File: src/rtl/gray_bin_conv_pipe.sv
// Gray/binary code converter with a single registered output stage and
// valid/ready handshaking on both sides. Optionally watches consecutive
// Gray inputs and raises a sticky flag when they differ in other than one bit.
//
// Optional feature macro: GBC_PARITY_EN adds out_parity, the XOR-reduction
// of out_data, registered alongside it.
module gray_bin_conv_pipe #(
  parameter int WIDTH    = 4,
  parameter int CHK_STEP = 1
) (
  input  logic             clk,
  input  logic             rst_n,
  input  logic             mode,
  input  logic             in_valid,
  output logic             in_ready,
  input  logic [WIDTH-1:0] in_data,
  output logic             out_valid,
  input  logic             out_ready,
  output logic [WIDTH-1:0] out_data,
  output logic             step_err,
  input  logic             clr_err
`ifdef GBC_PARITY_EN
  ,
  output logic             out_parity
`endif
);

  logic             accept;
  logic [WIDTH-1:0] conv_data;

  assign in_ready = !out_valid || out_ready;
  assign accept   = in_valid && in_ready;

  // Conversion of the incoming word in the direction selected by mode.
  always_comb begin
    conv_data = '0;
    if (mode) begin
      conv_data = in_data ^ (in_data >> 1);
    end else begin
      conv_data[WIDTH-1] = in_data[WIDTH-1];
      for (int i = WIDTH - 2; i >= 0; i--) begin
        conv_data[i] = conv_data[i+1] ^ in_data[i];
      end
    end
  end

  // Output register: load on acceptance, drop after a transfer, hold otherwise.
  always_ff @(posedge clk) begin
    if (!rst_n) begin
      out_valid <= 1'b0;
      out_data  <= '0;
    end else if (accept) begin
      out_valid <= 1'b1;
      out_data  <= conv_data;
    end else if (out_ready) begin
      out_valid <= 1'b0;
    end
  end

`ifdef GBC_PARITY_EN
  // Parity travels with the data word it describes.
  always_ff @(posedge clk) begin
    if (!rst_n) begin
      out_parity <= 1'b0;
    end else if (accept) begin
      out_parity <= ^conv_data;
    end
  end
`endif

  generate
    if (CHK_STEP != 0) begin : g_chk
      localparam logic [WIDTH-1:0] ONE = {{(WIDTH-1){1'b0}}, 1'b1};

      logic [WIDTH-1:0] prev;
      logic             prev_vld;
      logic [WIDTH-1:0] diff;
      logic             not_one_step;
      logic             err_q;

      assign diff         = in_data ^ prev;
      // Exactly one bit set <=> nonzero and clearing the lowest set bit leaves zero.
      assign not_one_step = (diff == '0) || ((diff & (diff - ONE)) != '0);

      // Track the last Gray word and flag non-unit steps; a clear overrides a
      // violation in the same cycle, but the word is still recorded.
      always_ff @(posedge clk) begin
        if (!rst_n) begin
          prev     <= '0;
          prev_vld <= 1'b0;
          err_q    <= 1'b0;
        end else begin
          if (accept && !mode) begin
            prev <= in_data;
          end
          if (clr_err) begin
            err_q    <= 1'b0;
            prev_vld <= 1'b0;
          end else if (accept) begin
            if (!mode) begin
              prev_vld <= 1'b1;
              if (prev_vld && not_one_step) begin
                err_q <= 1'b1;
              end
            end else begin
              prev_vld <= 1'b0;
            end
          end
        end
      end

      assign step_err = err_q;
    end else begin : g_nochk
      logic unused_clr;
      assign unused_clr = clr_err;
      assign step_err   = 1'b0;
    end
  endgenerate

endmodule

File: config.mk
export PLATFORM = sky130hd
export DESIGN_NAME = gray_bin_conv_pipe
export DESIGN_NICKNAME = d
export VERILOG_FILES = /design/src/rtl/gray_bin_conv_pipe.sv
export SDC_FILE = /design/constraint.sdc
export NUM_CORES = 1
export LEC_CHECK = 0
export BUFFER_PORTS_ARGS = -buffer_cell sky130_fd_sc_hd__buf_2
export CORE_AREA = 2 2 39 41
export CTS_BUF_LIST = sky130_fd_sc_hd__clkbuf_4 sky130_fd_sc_hd__clkbuf_8
export DETAILED_ROUTE_END_ITERATION = 10
export DIE_AREA = 0 0 41 43
export GPL_ROUTABILITY_DRIVEN = 0
export PLACE_DENSITY_LB_ADDON = 0.05
export SLEW_MARGIN = 10
export SYNTH_ARGS = -nofsm -noshare
export SYNTH_HDL_FRONTEND = slang
export SYNTH_SLANG_ARGS = --single-unit
File: constraint.sdc
create_clock -name clk -period 1.1 [get_ports clk]
set_clock_uncertainty 0.2 [all_clocks]
set_input_delay 0.165 -clock clk [delete_from_list [all_inputs] [get_ports clk]]
set_output_delay 0.165 -clock clk [all_outputs]
set_load 0.02 [all_outputs]
---- Yosys cells after proc, flatten, opt, wreduce, memory -nomap -nowiden ----
Cells that the tools add are included.
operators by class
  shift operators ......................... 0
  $mul .................................... 0
  div/mod/pow operators ................... 0
  multiplexer cells ....................... 4
  $add $sub $neg .......................... 1
  reduce and logical (&&, ||, !) cells .... 12
  eq/ne operators ......................... 0
  magnitude comparators ................... 0
  bitwise logic cells ..................... 8
operators by type and width
  cell                                              number
  bitwise AND 4 bit                                 1
  logical NOT 4 bit                                 1
  two-way mux 4 bit                                 1
  nonzero test 4 bit                                1
  subtractor 4 x 1 -> 4 bit, second input constant  1
  bitwise XOR 4 x 3 -> 4 bit                        1
  bitwise XOR 4 bit                                 1
  logical AND 1 bit                                 3
  two-way mux 1 bit                                 3
  AND reduction 3 bit                               1
  bitwise XOR 1 bit                                 3
  logical NOT 1 bit                                 2
  logical OR 1 bit                                  2
  inverter 1 bit                                    2
  nonzero test 2 bit                                1
  OR reduction 2 bit                                1
storage, ports and cells
  bits of input ports ..................... 10
  output and inout bits ................... 7
  flip-flop bits (word level) ............. 11
  memories ................................ 0
  ROM bits ................................ 0
  memory bits (writable) .................. 0
  word-level logic and storage cells ...... 30
  latch bits .............................. 0

---- Longest topological paths before layout ----
  depth in word-level cells ............... 7
  gate-level depth with buffers ........... 5
  depth with buffers taken out ............ 5

---- Worst setup path after synthesis ----
OpenSTA, ideal clock, no wires.
  path kind ............................... register -> register
  start ................................... reg out_valid
  end ..................................... reg out_data[0]
  data arrival time ....................... 1221 ps
  stages on the path, launching flop included .. 6
  required time ........................... 785 ps
  period minus slack after synthesis ...... 1535 ps
  buffers on the path ..................... 0
  setup slack ............................. -435 ps
  setup time .............................. 115 ps
  cells stage by stage .................... dfxtp_1 -> nor2b_2 -> inv_1 -> nand2_1 -> o31ai_1 -> and2_1
between the ends
  longest elaborated chain between the ends .. 3
RTL lines
  what                    RTL line  text
  from (decl)             17        output logic out_valid,
  from (signal assigned)  50        out_valid <= 1'b0;
  from (signal assigned)  53        out_valid <= 1'b1;
  from (signal assigned)  56        out_valid <= 1'b0;
  logical NOT 1 bit       31        assign in_ready = !out_valid || out_ready;
  logical OR 1 bit        31
  named net in_ready      15        output logic in_ready,
  logical AND 1 bit       32        assign accept = in_valid && in_ready;
  to (signal assigned)    54        out_data <= conv_data;
  to (decl)               19        output logic [WIDTH-1:0] out_data,
The timed path passes the listed nets, and every way through them passes these cells.
A chain may end at the register's enable or synchronous reset.

---- Worst setup path after layout ----
  start ................................... reg out_valid
  end ..................................... out in_ready
between the ends
  longest elaborated chain between the ends .. 2
RTL lines
  what               RTL line
  logical NOT 1 bit  31
  logical OR 1 bit   31
  to (decl)          15
No other way between the ends.

==> results.toml <==
[global_route]
grt_max_degree = 10
globalRoute.totalOverflow = 0
vias_in_the_first_global_route = 555
grt_first_pass_wirelength_um = 2160
number_of_antenna_violations_at_the_first_check_in_global_routing = 0
globalRouteTotalUtil_pct = 18.5

[sta]
slew_headroom_pct = 84.6
min_period_over_period_pct = 127
max_slew.worst_pin.slew_ns = 0.230
finalCriticalPeriod_ns = 1.40
report.final.slew_viol_count = 0
hold_viol_final = 0
final.setup.worst_slack_ns = -0.297
setup_violations = 13
rsz0062_at_grt = "true"
setup_total_negative_slack_ns = -2.62
clock.fmax_ghz = 0.716
finalHoldWorstSlack_ns = 0.00925

[detailed_routing]
detail_route.first_pass.iterations = 4
detail_route.iter0.violations = 5
ratio_of_routed_vias_to_standard_cells = 4.77
wirelength_um = 1340
wl_per_cell_um = 11.5
num_vias = 553
dr_wl_met3_um = 57
met1Wirelength_um = 538
drc = 0
topRoutingLayerUsed = "met4"
ant_nets = 0
met2_wirelength_um = 732

[setup_path]
critical-path-max-stage-delay_ns = 0.33
wp_data_arrival_ns = 1.03
startpoint_type = "register"
critPathSlowestCell = "dfxtp_2"
critPathCaptureType = "primary output"
cp_common_cell = "buf_6"
path_cells = "nor2b_4 > inv_4 > buf_6 > buf_6"
worst-path-max-fanout = 2
type_of_the_worst_setup_path = "reg2out"
critPathRequiredTime_ns = 0.73

[clock_tree]
htree_levels = 1
clockRootBuffer = "clkbuf_4"
cts_buffer_depth = 2
cts-buffers-inserted = 3
clock_insertion_delay_worst_skew_ns = 0.26
cts_sinks = 11
cts_tree = "built"
clk_transition_reported_paths_ns = 0.07

[outcome]
violations = "negative setup slack"
run_status = "finished with violations"

[synth]
synth.net_count = 70
post_synth.cell_area_avg_um2 = 9.24
ys_dominant_reg_cell = "dfxtp_1"
synth_largest_type_area_fraction_pct = 39.7
ys_async_sr_fraction_pct = 0
netlist-cell-type-count = 22
synth_edf_count = 0
synthesis.area_um2 = 554
synth_most_common_cell = "dfxtp_1"
synth.cells.most_frequent = "dfxtp_1, xnor2_1, a21oi_1, nor2_1"
ys.warnings.count = 0
yosys-top-cells-area = "dfxtp_1, xnor2_1, mux2i_1"
yosys_register_bits = 11
synth-seq-area-share_pct = 39.7
synth_top_cell_by_area = "dfxtp_1"
post_synth_inst_count = 60

[placed_design]
hpwlAfterDp_um = 954
post-place-cells = 105
place_area_um2 = 763
post-place-ws_ns = -0.188
numPortBuffers = 16

[cells_and_area]
post_layout_nonfiller_instances = 116
final_core_util_pct = 68.4
final_layout_net_count = 111
finish.instance_area_um2 = 947
drive_gt1_share_pct = 57.0
filler_cell_count = 123
area.growth.synth_to_final_pct = 70.9
antenna-diode-count = 0

[die]
initial_cell_density_of_the_core_pct = 40.1
ioPinCount = 17
core_um2 = 1380
die_h_um = 43
floorplan.die_area_um2 = 1760
row_count = 14
die_w_um = 41

[min_path]
holdCritPathClass = "in2reg"

[power_and_ir_drop]
power_density_nw_per_um2 = 1100
p_leak_nw = 0.412
total_power_mw = 1.04
ir_drop_uv = 671

[run]
maxCapViolCount = 0
[where the power goes]
group / leakage [nW] / total, mW / switching (mW) / internal (mW)
sequential: 0.0924 / 0.440 / 0.0162 / 0.423
combinational: 0.301 / 0.301 / 0.137 / 0.164
clock: 0.0184 / 0.299 / 0.134 / 0.165
total: 0.412 / 1.04 / 0.287 / 0.752
[registers in the layout, summed over array words and instances, names as in the netlist]
name	cells
out_data	4
step_err	1
g_chk.prev_vld	1
out_valid	1
g_chk.prev	4
[layout by cell type (no fill, tap or decap), types with 3 or more instances in the layout]
master    synthesis  routed
nor2_1            5       5
nor3_1            3       3
a21oi_1           5       3
clkbuf_4          0       4
mux2i_1           4       4
xor2_1            4       4
xnor2_1           8       8
nand2_1           4       3
dfxtp_2           0       6
buf_2             0      10
buf_4             0      13
buf_6             0      11
dfxtp_1          11       5
[critical path: cells and delay by family (launching register included)]
| family | cells | cell delay (ns) |
|---|---|---|
| DFF | 1 | 0.33 |
| buffers and inverters | 3 | 0.27 |
| and+or+nand+nor | 1 | 0.18 |
[cells by family (layout without fill, tap and decap cells)]
kind of cell / count (synthesis) / in the layout / synth area share [%]
simple gates: 20 / 20 / 20.1
xor+xnor: 12 / 12 / 19.0
flops: 11 / 11 / 39.7
compound gates: 10 / 10 / 12.0
mux: 4 / 4 / 7.22
buf+inv: 3 / 43 / 2.03
[path summary, 6_finish.rpt]
path | from | to | slack [ns] | depth (start not counted)
worst max-delay path | out_valid$_SDFFE_PN0P_ | in_ready | -0.30 | 4
worst min-delay path | in_valid | out_valid$_SDFFE_PN0P_ | 0.009 | 3
worst max register to register | out_valid$_SDFFE_PN0P_ | step_err$_SDFFE_PP0P_ | -0.26 | 6
worst min register to register | out_data[1]$_SDFFE_PN0P_ | out_data[1]$_SDFFE_PN0P_ | 0.25 | 2
[routing by layer]
layer | vias up | track usage, %
li1 | 286 | -
met1 | 252 | 18.6
met2 | 13 | 32.8
met3 | 2 | 6.28
met4 | 0 | 6.00
met5 | - | 0
[area by class of cell]
type	instances	area, µm²	share of cell area (%)
multi-input combinational	46	364	38.4
clock buffer	4	30.0	3.17
tap	16	20.0	2.11
sequential	11	228	24.0
timing repair buffer	36	292	30.8
inverter	3	13.8	1.45
[repair_timing]
action                                 in CTS  in global routing
buffers inserted                            4                  1
setup endpoints to repair                  18                 18
gates cloned                                0                  0
gates resized for setup                    21                  9
hold buffers                                2                  0
endpoints found under the hold margin       3                  0
pin swaps                                   6                  1
Power figures use the tool's default switching activity.
